`src/rtl/serial_add_pkg.sv`:
```
// Shared types and constants for the nibble-serial adder sequencer.
package serial_add_pkg;

  localparam int NIBBLE_W = 4;

  typedef enum logic [1:0] {
    IDLE = 2'd0,
    ADD  = 2'd1,
    DONE = 2'd2
  } state_t;

endpackage

```
`src/rtl/adder_4bit.sv`:
```
// Combinational 4-bit adder with carry-in and carry-out; the shared datapath slice.
module adder_4bit (
  input  logic [3:0] a,
  input  logic [3:0] b,
  input  logic       cin,
  output logic [3:0] sum,
  output logic       cout
);

  logic [4:0] total_s;

  assign total_s = {1'b0, a} + {1'b0, b} + {4'b0000, cin};
  assign sum     = total_s[3:0];
  assign cout    = total_s[4];

endmodule

```
`src/rtl/nibble_counter.sv`:
```
// Up-counter with synchronous clear and enable; flags the last nibble (COUNT_MAX-1) and wraps there.
module nibble_counter #(
  parameter int COUNT_MAX = 4
) (
  input  logic clk,
  input  logic n_rst,
  input  logic clear,
  input  logic en,
  output logic tc
);

  localparam int CNT_W = (COUNT_MAX > 1) ? $clog2(COUNT_MAX) : 1;

  logic [CNT_W-1:0] count_r;

  assign tc = (count_r == CNT_W'(COUNT_MAX - 1));

  // count register: clear wins over enable, wrap after the terminal value
  always_ff @(posedge clk or negedge n_rst) begin
    if (!n_rst) begin
      count_r <= '0;
    end else if (clear) begin
      count_r <= '0;
    end else if (en) begin
      if (tc) begin
        count_r <= '0;
      end else begin
        count_r <= count_r + CNT_W'(1);
      end
    end
  end

endmodule

```
`src/rtl/serial_add_controller.sv`:
```
// Adds two WIDTH-bit operands one nibble per cycle through a single adder_4bit.
// Optional subtract mode is enabled by defining SERIAL_ADD_SUB_EN.
module serial_add_controller
  import serial_add_pkg::*;
#(
  parameter int WIDTH = 16
) (
  input  logic             clk,
  input  logic             n_rst,
  input  logic             start,
  input  logic [WIDTH-1:0] a,
  input  logic [WIDTH-1:0] b,
  input  logic             carry_in,
`ifdef SERIAL_ADD_SUB_EN
  input  logic             op_sub,
`endif
  output logic             busy,
  output logic             done,
  output logic [WIDTH-1:0] sum,
  output logic             carry_out
);

  localparam int NIBBLES = WIDTH / NIBBLE_W;

  state_t             state_r;
  state_t             state_next_s;
  logic               load_s;
  logic               tc_s;
  logic [WIDTH-1:0]   a_r;
  logic [WIDTH-1:0]   b_r;
  logic [WIDTH-1:0]   acc_r;
  logic [WIDTH-1:0]   acc_next_s;
  logic               carry_r;
  logic               init_carry_s;
  logic [NIBBLE_W-1:0] add_a_s;
  logic [NIBBLE_W-1:0] add_b_s;
  logic [NIBBLE_W-1:0] add_sum_s;
  logic               add_cout_s;
  logic               busy_r;
  logic               done_r;
  logic [WIDTH-1:0]   sum_r;
  logic               carry_out_r;

`ifdef SERIAL_ADD_SUB_EN
  logic sub_r;
  // subtract is a + ~b + 1, so the initial carry is forced high
  assign init_carry_s = op_sub ? 1'b1 : carry_in;
  assign add_b_s      = b_r[NIBBLE_W-1:0] ^ {NIBBLE_W{sub_r}};
`else
  assign init_carry_s = carry_in;
  assign add_b_s      = b_r[NIBBLE_W-1:0];
`endif

  assign add_a_s    = a_r[NIBBLE_W-1:0];
  assign acc_next_s = (acc_r >> NIBBLE_W) | (WIDTH'(add_sum_s) << (WIDTH - NIBBLE_W));

  adder_4bit u_adder (
    .a    (add_a_s),
    .b    (add_b_s),
    .cin  (carry_r),
    .sum  (add_sum_s),
    .cout (add_cout_s)
  );

  nibble_counter #(
    .COUNT_MAX (NIBBLES)
  ) u_counter (
    .clk   (clk),
    .n_rst (n_rst),
    .clear (load_s),
    .en    (state_r == ADD),
    .tc    (tc_s)
  );

  // state register
  always_ff @(posedge clk or negedge n_rst) begin
    if (!n_rst) begin
      state_r <= IDLE;
    end else begin
      state_r <= state_next_s;
    end
  end

  // next-state decode; start only matters in IDLE
  always_comb begin
    state_next_s = state_r;
    load_s       = 1'b0;
    case (state_r)
      IDLE: begin
        if (start) begin
          state_next_s = ADD;
          load_s       = 1'b1;
        end else begin
          state_next_s = IDLE;
        end
      end
      ADD: begin
        if (tc_s) begin
          state_next_s = DONE;
        end else begin
          state_next_s = ADD;
        end
      end
      DONE:    state_next_s = IDLE;
      default: state_next_s = IDLE;
    endcase
  end

  // operand shift registers, carry chain and accumulator
  always_ff @(posedge clk or negedge n_rst) begin
    if (!n_rst) begin
      a_r     <= '0;
      b_r     <= '0;
      acc_r   <= '0;
      carry_r <= 1'b0;
`ifdef SERIAL_ADD_SUB_EN
      sub_r   <= 1'b0;
`endif
    end else if (load_s) begin
      a_r     <= a;
      b_r     <= b;
      acc_r   <= '0;
      carry_r <= init_carry_s;
`ifdef SERIAL_ADD_SUB_EN
      sub_r   <= op_sub;
`endif
    end else if (state_r == ADD) begin
      a_r     <= a_r >> NIBBLE_W;
      b_r     <= b_r >> NIBBLE_W;
      acc_r   <= acc_next_s;
      carry_r <= add_cout_s;
    end
  end

  // registered outputs; result loads only on the last ADD cycle
  always_ff @(posedge clk or negedge n_rst) begin
    if (!n_rst) begin
      busy_r      <= 1'b0;
      done_r      <= 1'b0;
      sum_r       <= '0;
      carry_out_r <= 1'b0;
    end else begin
      busy_r <= (state_next_s == ADD);
      done_r <= (state_next_s == DONE);
      if ((state_r == ADD) && tc_s) begin
        sum_r       <= acc_next_s;
        carry_out_r <= add_cout_s;
      end
    end
  end

  assign busy      = busy_r;
  assign done      = done_r;
  assign sum       = sum_r;
  assign carry_out = carry_out_r;

endmodule
```
`config.mk`:
```
export PLATFORM = sky130hd
export DESIGN_NAME = serial_add_controller
export DESIGN_NICKNAME = d
export VERILOG_FILES = /design/src/rtl/serial_add_pkg.sv /design/src/rtl/adder_4bit.sv /design/src/rtl/nibble_counter.sv /design/src/rtl/serial_add_controller.sv
export SDC_FILE = /design/constraint.sdc
export NUM_CORES = 1
export LEC_CHECK = 0
export BUFFER_PORTS_ARGS = -buffer_cell sky130_fd_sc_hd__buf_2
export CORE_ASPECT_RATIO = 0.6
export CORE_UTILIZATION = 55
export DETAILED_ROUTE_END_ITERATION = 16
export PLACE_DENSITY = 0.79
export SYNTH_ARGS = -nofsm -noshare
export SYNTH_HDL_FRONTEND = slang
export SYNTH_SLANG_ARGS = --single-unit
```
`constraint.sdc`:
```
create_clock -name clk -period 2.6 [get_ports clk]
set_input_delay 0.52 -clock clk [delete_from_list [all_inputs] [get_ports clk]]
set_output_delay 0.52 -clock clk [all_outputs]
set_load 0.01 [all_outputs]
```
After elaboration in Yosys (flattened, before gate mapping)
Index checks and enable logic that the tools add are counted.

Add/sub/neg operators: 3. Equality and inequality tests: 4. Multiplexer cells: 16. Bitwise gates (word level): 1. Reductions and logical operators: 3.

Operators with widths (count): two-way mux 16 bit (6); OR 12 x 16 -> 16 bit (1); two-way mux 2 bit (4); adder 4 x 4 -> 5 bit (1); adder 5 x 1 -> 5 bit (1); two-way mux 1 bit (5); equality test 2 x 1 -> 1 bit, second input constant (2); equality test 2 bit, second input constant (2); case mux 2 bit (2 select lines) (1); adder 2 x 1 -> 2 bit, second input constant (1); zero test 2 bit (1); nonzero test 2 bit (1); logical AND 1 bit (1).

Bits in registers: 72. Input bits: 36. Output and inout port bits: 19. Logic and storage cells: 37.

Longest topological paths before layout
Word-level depth: 5. Gate-level depth with buffers: 6. Depth with buffers taken out: 5.

Modules after synthesis
From an unflattened synthesis, not the netlist that was laid out.

Cell total of the unflattened synthesis: 253. Area, all modules: 3136.8 um^2.

By module, submodules not included: serial_add_controller (instances 1, cells an instance 229, area each 2892.8 um^2, sequential area each 1651.6 um^2); adder_4bit (instances 1, cells an instance 16, area each 143.9 um^2, sequential area each 0.0 um^2); nibble_counter (instances 1, cells an instance 8, area each 100.1 um^2, sequential area each 50.0 um^2).

Least setup slack after synthesis
No wires, ideal clock.

Path type: register to register. Start: register a_r[0]. End: register carry_r. Library setup time: 0.126 ns. Data arrival time: 1.869 ns. Path slack: 0.605 ns. Cell stages (with the launch flop): 6. Buffers on the path: 0. Clock period less this slack: 1.995 ns. Cell sequence: dfrtp_1 -> fa_1 -> fa_1 -> a21o_1 -> a21o_1 -> a221o_1.

Word-level cells in the longest chain between the ends: 4.

Ends and longest elaborated chain: start: declaration (RTL line serial_add_controller.sv:29) `logic [WIDTH-1:0] a_r;`; start signal: assignment (RTL line serial_add_controller.sv:128) `a_r <= a_r >> NIBBLE_W;`; adder 4 x 4 -> 5 bit (RTL line adder_4bit.sv:12) `assign total_s = {1'b0, a} + {1'b0, b} + {4'b0000, cin};`; adder 5 x 1 -> 5 bit (RTL line adder_4bit.sv:12); two-way mux 1 bit (RTL line serial_add_controller.sv:127) `end else if (state_r == ADD) begin`; two-way mux 1 bit (RTL line serial_add_controller.sv:119) `end else if (load_s) begin`; end signal: assignment (RTL line serial_add_controller.sv:123) `carry_r <= init_carry_s;`; end signal: assignment (RTL line serial_add_controller.sv:131) `carry_r <= add_cout_s;`; end: declaration (RTL line serial_add_controller.sv:33) `logic carry_r;`.

Every way passes these cells. The select of a mux whose other input is x is not followed. A chain may end at the register's enable or synchronous reset.

Final worst setup path
Same ends and word-level chain as after synthesis.

==> results.md <==
- Status: complete, no violations
- Initial DRC Count: 141
- Layout cells sized above 1: 0.311
- Relative contribution of the clock network to total power: 0.215
- Port bufs: 54
- Leakage power: 1.68 nW
- Post-Syn Nets: 287
- Register bit count reported by yosys: 68
- Pre-Repair DR Iteration Count: 5
- Max-slew violations: 0
- Post-Syn Area: 0.00291 mm2
- Synthesized area per cell: 11.9 um2
- Hold violation total from the final report: 0
- Crit path time final: 2110 ps
- Starting Density: 0.573
- Total number of vias: 2109
- Drt total wl: 5980 um
- CP Capture Type: register
- Crit-path max FO: 3
- Die extent in y: 58.4 um
- Share of the yosys chip area belonging to registers: 0.584
- Achievable Freq: 474 MHz
- RePlAce Congestion: 0.824
- Cell type contributing the most total cell area after synthesis: sky130_fd_sc_hd__dfrtp_1
- Die footprint: 0.00560 mm2
- Power per Cell Area: 1180 mW/mm2
- Average wire per cell in the routed design: 16.1 um
- Hold buffer count at CTS: 0
- Row count: 20
- IR Drop Worst-Case VDD: 603 uV
- Total number of clock tree sinks: 68
- Number of resized instances in the post-cts repair step: 0
- Endpoints failing setup: 0
- Proportion of register bits with asynchronous set or reset after synthesis: 1.00
- Switching component of the power: 0.00143 W
- Remaining max-slew budget at the tightest pin: 0.356
- Placed cells: 355
- Count of inserted antenna diode cells: 0
- Clk Tree Root Cell: sky130_fd_sc_hd__clkbuf_8
- Distinct cell type count of the synthesized netlist: 30
- Startpoint class of the critical path: register
- Largest net degree at the start of global routing: 69
- Part of the power in combinational logic: 0.350
- Main flop type after synthesis: sky130_fd_sc_hd__dfrtp_1
- Multi-input logic area: 0.00110 mm2
- Post-CTS setup-driven buffer insertion count: 0
- Ordered list of cells on the worst path: fa_1 -> fa_1 -> a21o_1 -> a21o_1 -> a221o_1
- TritonCTS clock tree: built
- Final-layout worst hold slack: 179 ps
- Worst-case clock buffer depth: 2
- Final period util: 0.811
- Classification of the worst-slack hold path: input port to async pin
- Sum of overflow across all layers after global routing: 0
- Sequential standard cell area: 0.00170 mm2
- Stage delay of the slowest cell on the critical path: 470 ps
- Post-route clock skew: 5.57 ps
- Slowest cell on crit path: sky130_fd_sc_hd__fa_1
- Syn. warnings: 0
- Post-DP HPWL: 4040 um
- Overall fraction of global-route tracks in use: 0.254
- Cell type group with the largest total delay on the critical path: adder cells
- Switching part of the total: 0.354
- I/O pin total: 55
- WP buf/inv: 0
- Share of Yosys cell area claimed by the top area cell type: 0.584
- Arrival time at the worst endpoint: 2330 ps
- Die width: 95.9 um
- Filler Cells Inserted: 389
- Core Area: 0.00508 mm2
- Number of violations of the max-capacitance limit: 0
- Worst setup margin: 490 ps
- Post-Route Setup TNS: 0 ps
- Total clock buffers created by CTS: 9
- RSZ-0062 raised after global routing: no
- Internal: 0.00261 W
- Reg power frac: 0.436
- Worst Path Class, Setup: register to register
- Clock-pin slew on the worst setup and hold paths: 70 ps
- Drt via density: 5.68
- Skew-Pair Late Insertion Delay: 340 ps
- H-tree depth reported by CTS: 3
- Net count of the finished layout: 342
- Most frequent cell after synthesis: sky130_fd_sc_hd__dfrtp_1
- Final Power: 0.00404 W
- Antenna violations before repair: 0
- Number of nets still failing antenna checks after routing: 0
- Relative area change from synthesis to final layout: 18.0%
- Pre-CTS setup slack: 508 ps
- Worst Tran Pin Value: 965 ps
- Post-detailed-route DRC marker count: 0
- Mapped Cells: 245
- Largest cells by area after synthesis: sky130_fd_sc_hd__dfrtp_1, sky130_fd_sc_hd__a22oi_1, sky130_fd_sc_hd__a22o_1, sky130_fd_sc_hd__mux2_2, sky130_fd_sc_hd__o21ai_0
- Count of flip-flops with a built-in enable after synthesis: 0
- Required time of the critical path: 2820 ps
- Via count of the first global-routing pass: 1948
- First-pass GRT wire length: 10100 um
- Filler-free cell count of the finished design: 371
- Commonest cells post-synth: sky130_fd_sc_hd__dfrtp_1, sky130_fd_sc_hd__o21ai_0, sky130_fd_sc_hd__a22oi_1
## worst register-to-register path, delay by kind of cell, from the launching register on
kind | cells | cell delay (ps)
flip-flops | 1 | 410
adder cells (fa/ha/maj) | 2 | 900
AO/OA/AOI/OAI | 3 | 680
## through the flow
stage	utilization	area, um2
after floorplan	-	2910
after global placement	0.637	3230
after detailed placement	0.637	3230
after CTS	0.677	3440
after global routing	0.677	3440
final	0.677	3440
## final cells by class
class                   instances  share of cell area
flip-flops and latches         68               0.495
multi-input cells             156               0.319
repair buffers                 62              0.0997
clock buffers                  12              0.0451
well taps                      66              0.0240
clock inverters                 4              0.0138
inverters                       3             0.00328
## registers in the layout, indices dropped and copies added, names as in the netlist
register	cells
a_r	16
acc_r	12
b_r	16
busy	1
carry_out	1
carry_r	1
done	1
state_r	2
sum	16
u_counter.count_r	2
## power by group through the flow
stage | Combinational, W | Sequential [W] | Clock, W
after floorplan | 0.000979 | 0.00174 | 0
after global placement | 0.00136 | 0.00176 | 0
after detailed placement | 0.00141 | 0.00177 | 0
after CTS | 0.00143 | 0.00176 | 0.000886
after global routing | 0.00159 | 0.00182 | 0.000936
final | 0.00141 | 0.00176 | 0.000868
## layer usage
metal / wire (um) / GRT usage
met5: 0 / 0
met4: 31 / 0.0917
met3: 440 / 0.107
met2: 2550 / 0.324
met1: 2960 / 0.384
## path summary, 6_finish.rpt
| check | startpoint | to | slack [ps] | cells after the start |
|---|---|---|---|---|
| max in group asynchronous | n_rst | acc_r[6] | 2130 | 2 |
| min reg2reg | a_r[8] | a_r[8] | 480 | 2 |
| min in group clk | a[12] | a_r[12] | 390 | 2 |
| max | a_r[0] | carry_r | 490 | 5 |
| max reg2reg | a_r[0] | carry_r | 490 | 5 |
| min | n_rst | done | 180 | 2 |
## cell usage in the layout (no fill, tap or decap), types with 3 or more instances in the layout
| cell type | count |
|---|---|
| sky130_fd_sc_hd__clkbuf_8 | 11 |
| sky130_fd_sc_hd__nand2_1 | 22 |
| sky130_fd_sc_hd__nor2b_1 | 11 |
| sky130_fd_sc_hd__ha_1 | 4 |
| sky130_fd_sc_hd__mux2_2 | 14 |
| sky130_fd_sc_hd__a21oi_1 | 12 |
| sky130_fd_sc_hd__buf_2 | 54 |
| sky130_fd_sc_hd__a22oi_1 | 24 |
| sky130_fd_sc_hd__buf_4 | 7 |
| sky130_fd_sc_hd__a22o_1 | 18 |
| sky130_fd_sc_hd__dfrtp_1 | 68 |
| sky130_fd_sc_hd__o21ai_0 | 27 |
| sky130_fd_sc_hd__nand3_1 | 3 |
## kinds of logic (layout without fill, tap and decap cells)
logic type,after synthesis,count (layout),share of synthesized area
xor gates and xnor gates,1,1,0.00301
and+or+nand+nor,46,46,0.0791
DFF,68,68,0.584
muxes,15,15,0.0593
buffers and inverters,21,81,0.0391
adders and majority gates,6,6,0.0309
AOI/OAI and AO/OA,88,88,0.204
Note: power is estimated with default switching activity, not from simulation.
